<file path="config.mk">
export PLATFORM = sky130hd
export DESIGN_NAME = regfile_mp
export DESIGN_NICKNAME = d
export VERILOG_FILES = /design/src/rtl/regfile_mp.sv
export SDC_FILE = /design/constraint.sdc
export NUM_CORES = 2
export LEC_CHECK = 0
export ABC_CLOCK_PERIOD_IN_PS = 60600
export CORE_ASPECT_RATIO = 1.5
export CORE_MARGIN = 4
export CORE_UTILIZATION = 45
export CTS_BUF_LIST = sky130_fd_sc_hd__clkbuf_8 sky130_fd_sc_hd__clkbuf_16
export DETAILED_ROUTE_END_ITERATION = 16
export HOLD_SLACK_MARGIN = 0.02
export PLACE_DENSITY = 0.66
export SLEW_MARGIN = 30
export SYNTH_ARGS = -nofsm -noshare
export SYNTH_HDL_FRONTEND = slang
export SYNTH_SLANG_ARGS = --single-unit
</file>
<file path="constraint.sdc">
create_clock -name clk -period 60.6 [get_ports clk]
set_input_delay 15.15 -clock clk [delete_from_list [all_inputs] [get_ports clk]]
set_output_delay 15.15 -clock clk [all_outputs]
set_load 0.02 [all_outputs]
</file>
<file path="src/rtl/regfile_mp.sv">
// Multi-port register file: NRD combinational reads, two byte-enabled write ports (port 1 wins per byte), optional bypass and zero r0.
// Writes land on one clk edge; reads are 0-cycle; the write ports are always ready (no backpressure).
module regfile_mp #(
  parameter int DATA_W  = 32,
  parameter int ADDR_W  = 5,
  parameter int NRD     = 2,
  parameter int BYPASS  = 1,
  parameter int ZERO_R0 = 1
) (
  input  logic                   clk,
  input  logic                   resetn,
  input  logic [NRD*ADDR_W-1:0]  raddr,
  output logic [NRD*DATA_W-1:0]  rdata,
  input  logic                   we0,
  input  logic [ADDR_W-1:0]      waddr0,
  input  logic [DATA_W/8-1:0]    wbe0,
  input  logic [DATA_W-1:0]      wdata0,
  input  logic                   we1,
  input  logic [ADDR_W-1:0]      waddr1,
  input  logic [DATA_W/8-1:0]    wbe1,
  input  logic [DATA_W-1:0]      wdata1
);

  localparam int DEPTH = 2**ADDR_W;
  localparam int NB    = DATA_W/8;

  logic [DATA_W-1:0] w_mem [DEPTH];

  genvar w;
  generate
    for (w = 0; w < DEPTH; w++) begin : g_word
      localparam bit WR_OK = !((ZERO_R0 != 0) && (w == 0));
      logic [DATA_W-1:0] r_word;
      logic              w_hit0;
      logic              w_hit1;

      assign w_hit0 = WR_OK && we0 && (waddr0 == ADDR_W'(w));
      assign w_hit1 = WR_OK && we1 && (waddr1 == ADDR_W'(w));

      // "resetn" is active-high despite its name.
      always_ff @(posedge clk or posedge resetn) begin
        if (resetn) begin
          r_word <= '0;
        end else begin
          for (int b = 0; b < NB; b++) begin
            if (w_hit1 && wbe1[b])
              r_word[b*8 +: 8] <= wdata1[b*8 +: 8];
            else if (w_hit0 && wbe0[b])
              r_word[b*8 +: 8] <= wdata0[b*8 +: 8];
          end
        end
      end

      assign w_mem[w] = r_word;
    end
  endgenerate

  genvar k;
  generate
    for (k = 0; k < NRD; k++) begin : g_rd
      logic [ADDR_W-1:0] w_ra;
      logic [DATA_W-1:0] w_rd;

      assign w_ra = raddr[k*ADDR_W +: ADDR_W];

      // Bypass mirrors the write merge so a partial write reads back merged with old contents.
      always_comb begin
        w_rd = w_mem[w_ra];
        if ((BYPASS != 0) && !resetn) begin
          for (int b = 0; b < NB; b++) begin
            if (we1 && (waddr1 == w_ra) && wbe1[b])
              w_rd[b*8 +: 8] = wdata1[b*8 +: 8];
            else if (we0 && (waddr0 == w_ra) && wbe0[b])
              w_rd[b*8 +: 8] = wdata0[b*8 +: 8];
          end
        end
        if ((ZERO_R0 != 0) && (w_ra == '0))
          w_rd = '0;
      end

      assign rdata[k*DATA_W +: DATA_W] = w_rd;
    end
  endgenerate

endmodule

</file>
## Word level (Yosys, flattened, before mapping)

Cells that the tools add are included.

| word-level totals | value |
|---|---|
| register bits after elaboration | 992 |
| output and inout port bits | 64 |

| operators by class | value |
|---|---|
| order comparisons | 2 |
| equal/unequal tests | 66 |
| mux-type cells | 274 |
| bitwise logic cells | 2 |
| reductions and logical operators | 456 |

Operator list:

| kind | count |
|---|---|
| $mux W8 | 264 |
| $logic_and A1 B1 Y1 | 330 |
| $bmux W32 S5 | 2 |
| $mux W32 | 8 |
| $reduce_bool A2 Y1 | 124 |
| $eq A5 B5 Y1 const B | 32 |
| $eq A5 B4 Y1 const B | 16 |
| $eq A5 B3 Y1 const B | 8 |
| $eq A5 B2 Y1 const B | 4 |
| $eq A5 B5 Y1 | 4 |
| $ge A6 B6 Y1 const B | 2 |
| $not A5 Y6 | 2 |
| $eq A5 B1 Y1 const B | 2 |
| $logic_not A5 Y1 | 2 |

## Longest topological paths before layout

| logic depth | value |
|---|---|
| depth in word-level cells | 8 |
| gate-level depth with buffers | 11 |

## Worst setup path after synthesis

No wires, ideal clock.

| path | value |
|---|---|
| kind | input port to output port |
| start | input resetn |
| end | output rdata[56] |
| arrival | 30.065 ns |
| required time | 45.450 ns |
| path slack | 15.385 ns |
| stages on the path | 5 |
| path buffers | 1 |
| path through | clkbuf_1 inv_2 o21ai_0 nand2_1 o22ai_1 |

| on the way | value |
|---|---|
| longest elaborated chain between the ends | 2 |

RTL lines:

| item | line | source |
|---|---|---|
| start: declaration | 11 | `input logic resetn,` |
| $mux W32 | 69 | `if ((BYPASS != 0) && !resetn) begin` |
| $mux W32 | 77 | `if ((ZERO_R0 != 0) && (w_ra == '0))` |
| end: declaration | 13 | `output logic [NRD*DATA_W-1:0] rdata,` |

No other way between the ends.

## Worst setup path in the final report

| path | value |
|---|---|
| start | input raddr[9] |
| end | output rdata[58] |

| on the way | value |
|---|---|
| longest elaborated chain between the ends | 8 |

RTL lines:

| item | line | source |
|---|---|---|
| start: declaration | 12 | `input logic [NRD*ADDR_W-1:0] raddr,` |
| $not A5 Y6 (not written as such) | 68 | `w_rd = w_mem[w_ra];` |
| $bmux W32 S5 | 68 |  |
| $mux W32 (not written as such) (2 in series) | 68 |  |
| $mux W8 | 73 | `else if (we0 && (waddr0 == w_ra) && wbe0[b])` |
| $mux W8 | 71 | `if (we1 && (waddr1 == w_ra) && wbe1[b])` |
| $mux W32 | 69 |  |
| $mux W32 * | 77 |  |

Every way passes the cells marked *; elsewhere a longest branch is shown, timed or not. The select of a mux whose other input is x is not followed.

==> summary.txt <==
Outcome
  – Status: finished, final reports clean

Synth
  – Syn Area/Cell: around 10 µm²
  – Synth warn: 0
  – Gate count after technology mapping: 6,352
  – Syn_nets: 6,448
  – Sequential share of the synthesized area: roughly two fifths
  – Synth Flop Type: dfrtp_1
  – Synth top area share: between 30% and 40%
  – Async S/R FF share, synth: 100%
  – Post-synthesis register bit count: 992
  – Synth top area cells: dfrtp_1 39%, mux2i_1 16%, mux4_2 15%
  – Post-synth EDFFs: 0
  – Netlist cell types: 65
  – Synth Cell Area: ~64,000 µm²
  – Cell taking the most area after synthesis: dfrtp_1

Worst setup path
  – Crit Path Category: in -> out
  – Max stage delay cell, worst path: clkdlybuf4s50_1
  – Crit-path max cell delay: 0.94 ns
  – Bufs and invs on worst path: 3
  – Required time of the critical path: 45.45 ns
  – Critical-path cell list: clkdlybuf4s50_1 > and2_2 > nand2b_1 > buf_4 > o22ai_1 > nor2_1 > nand3_1 > o22ai_1 > clkdlybuf4s50_1
  – Crit path max-delay family: simple AND/OR/NAND/NOR gates
  – WP data arrival: about 20 ns
  – Critical path peak fanout: 11
  – Crit end category: output port
  – Setup crit start kind: input port

Clocking
  – Root buffer cell: clkbuf_16
  – Post-CTS setup buffer count: 0
  – Clock transition at path regs: 0.06 ns
  – CTS tree: built
  – CTS H-tree lvls: 3
  – Clock sink total: 992
  – Resize count post-CTS: 0
  – Clk Latency, worst-skew pair: 0.75 ns
  – Number of CTS-inserted buffers: 102
  – Clock tree buffer depth: 3
  – Cts-stage hold buffer count: 0

Timing
  – Final Cycle Share: 58.6%
  – Fmax: 0.0282 GHz
  – Worst slew pin tran: roughly 1.2 ns
  – RSZ-0062 raised after global routing: false
  – Final Hold Vio Count: 0
  – Slew Limit Fails: 0
  – Min Tclk post-route: 35.50 ns
  – Max Clock Skew: 0 ns
  – Slew headroom: about 17%
  – Hold_ws: 0.570 ns
  – Final Setup Violations: 0
  – Setup TNS: 0 ns

Placement
  – Placed Area: 66,500 µm²
  – Post-DP HPWL: 181,000 µm
  – Placed Cells: slightly below 8,000
  – Gpl congestion: 1.02
  – Port Buffers: 159

Power and ir drop
  – P_int: between 1.5 and 2 mW
  – Switching fraction of total power: 33.5%
  – Clock share of power: 29.0%
  – P_sw: 777 µW
  – Max rail drop VDD: 0.0000225 V
  – PwrDens: roughly 33 nW/µm²
  – Power share of the sequential group: 42.6%
  – Leak: about 35 nW
  – Combinational Power Share: roughly 28%

Die
  – Width of the die: 316 µm
  – Number of core rows: roughly 170
  – Die extent in y: about 470 µm
  – Die area: 148,000 µm²
  – Io pins: 160
  – Core region area: 141,000 µm²
  – Initial Utilization: 45.2%

Route
  – Metal-1 WL: slightly above 90,000 µm
  – First-pass DRT Iterations: 8
  – Metal2 WL: 117,000 µm
  – Highest Signal Layer: met5
  – WL final: 274,000 µm
  – Routed vias/inst: between 6 and 7
  – Drt wl/cell: roughly 34 µm
  – First-iteration detailed-routing DRC count: 8,399
  – DR DRC count: 0
  – Detailed-route via count: around 55,000
  – DRT antenna net count: 0
  – Met3 WL: 36,100 µm

Cells and area
  – Layout area overhead: 9.48%
  – Fin util: 49.5%
  – Max reg flops: 992
  – Largest registers: g_word.r_word x992
  – Biggest register: g_word.r_word
  – Final Non-Filler Cells: 8,134
  – Design Area, Final: 70,100 µm²
  – Layout cells sized above 1: 14.9%
  – Final nets: 6,258
  – Fill cells: 12,800

Global routing
  – Initial antenna violation count: 17
  – All-layer global routing usage: 36.1%
  – Global-route wire length before repair: 389,000 µm
  – Largest net degree at the start of global routing: 169
  – Vias in the first global route: about 53,000
  – Remaining global-route overflow: 0

Run
  – Max-cap violations: 0

Hold path
  – HP Class: reg -> reg
## final timing paths
path                       slack [ns]                   from                     to  depth (start not counted)
max                             25.10               raddr[9]              rdata[58]                          9
min                              0.57  g_word[29].r_word[10]  g_word[29].r_word[10]                          2
max reg2reg                     59.73  g_word[12].r_word[28]  g_word[12].r_word[28]                          2
min reg2reg                      0.57  g_word[29].r_word[10]  g_word[29].r_word[10]                          2
max in group asynchronous       42.65                 resetn  g_word[27].r_word[16]                          8
min in group asynchronous       15.10                 resetn   g_word[5].r_word[31]                          3
## Yosys cell counts, types with 44 or more instances
| library cell | count |
|---|---|
| nor2_1 | 1124 |
| mux2i_1 | 1054 |
| a21oi_1 | 1052 |
| dfrtp_1 | 992 |
| mux4_2 | 424 |
| clkbuf_1 | 389 |
| nand2_1 | 361 |
| o22ai_1 | 134 |
| mux2_2 | 80 |
| buf_2 | 75 |
| buf_4 | 68 |
| o21ai_0 | 52 |
| buf_1 | 47 |
| a221oi_1 | 46 |
| nand3_1 | 44 |
## layout make-up
cell class                 instances  area, µm²  area share (%)
clock inverter                    54        509           0.727
inverter                          10       50.0          0.0714
clock buffer                     129       2940            4.19
timing repair buffer             312       2890            4.13
tap                             1881       2350            3.36
sequential                       992      24800            35.4
antenna                           12       30.0          0.0429
multi-input combinational       4744      36500            52.0
## cell families after synthesis
logic type | Yosys count | share of synthesized area, %
muxes | 1558 | 32.8
AOI/OAI and AO/OA | 1455 | 12.8
and+or+nand+nor | 1710 | 10.9
buffers and inverters | 616 | 4.45
DFF | 992 | 38.8
xor gates and xnor gates | 21 | 0.287
## per-layer routing
layer  GRT usage (%)  vias up
met5               0        -
met3            12.7     1087
met4            27.8       22
met1            43.7    27200
met2            52.6     4133
li1                -    22800
## cells in the final DEF, fill, tap and decap left out, drive strengths merged, types with 16 or more instances in the layout
master         instances
clkdlybuf4s50        150
nor3                  22
a221oi                46
buf                  162
inv                   38
nand2                399
and3                  35
o22ai                134
mux4                 424
mux2                  80
xnor2                 16
a22oi                 24
a221o                 31
a21oi               1054
nand3                 44
clkbuf               129
a31oi                 19
mux2i               1054
o21ai                 70
dfrtp                992
nor2b                 32
nor2                1125
## stage by stage
stage                     worst slack [ns]  power (mW)
after CTS                            25.47        2.30
after detailed placement             25.48        1.63
after global routing                 25.20        2.40
after global placement               25.27        1.61
after floorplan                      15.38        1.40
final                                25.10        2.32
## worst min-delay path, cell delays in order, from the launching register on
cell	delay, ns
dfrtp_1	0.37
nor2_1	0.05
a21oi_1	0.11
## power groups by stage
stage	clock, mW	sequential (mW)	combinational [mW]
after detailed placement	0	0.994	0.639
after global routing	0.698	1.01	0.693
after floorplan	0	0.934	0.461
after CTS	0.673	0.982	0.641
after global placement	0	0.980	0.625
final	0.673	0.988	0.659
Note: power is estimated with default switching activity, not from simulation.
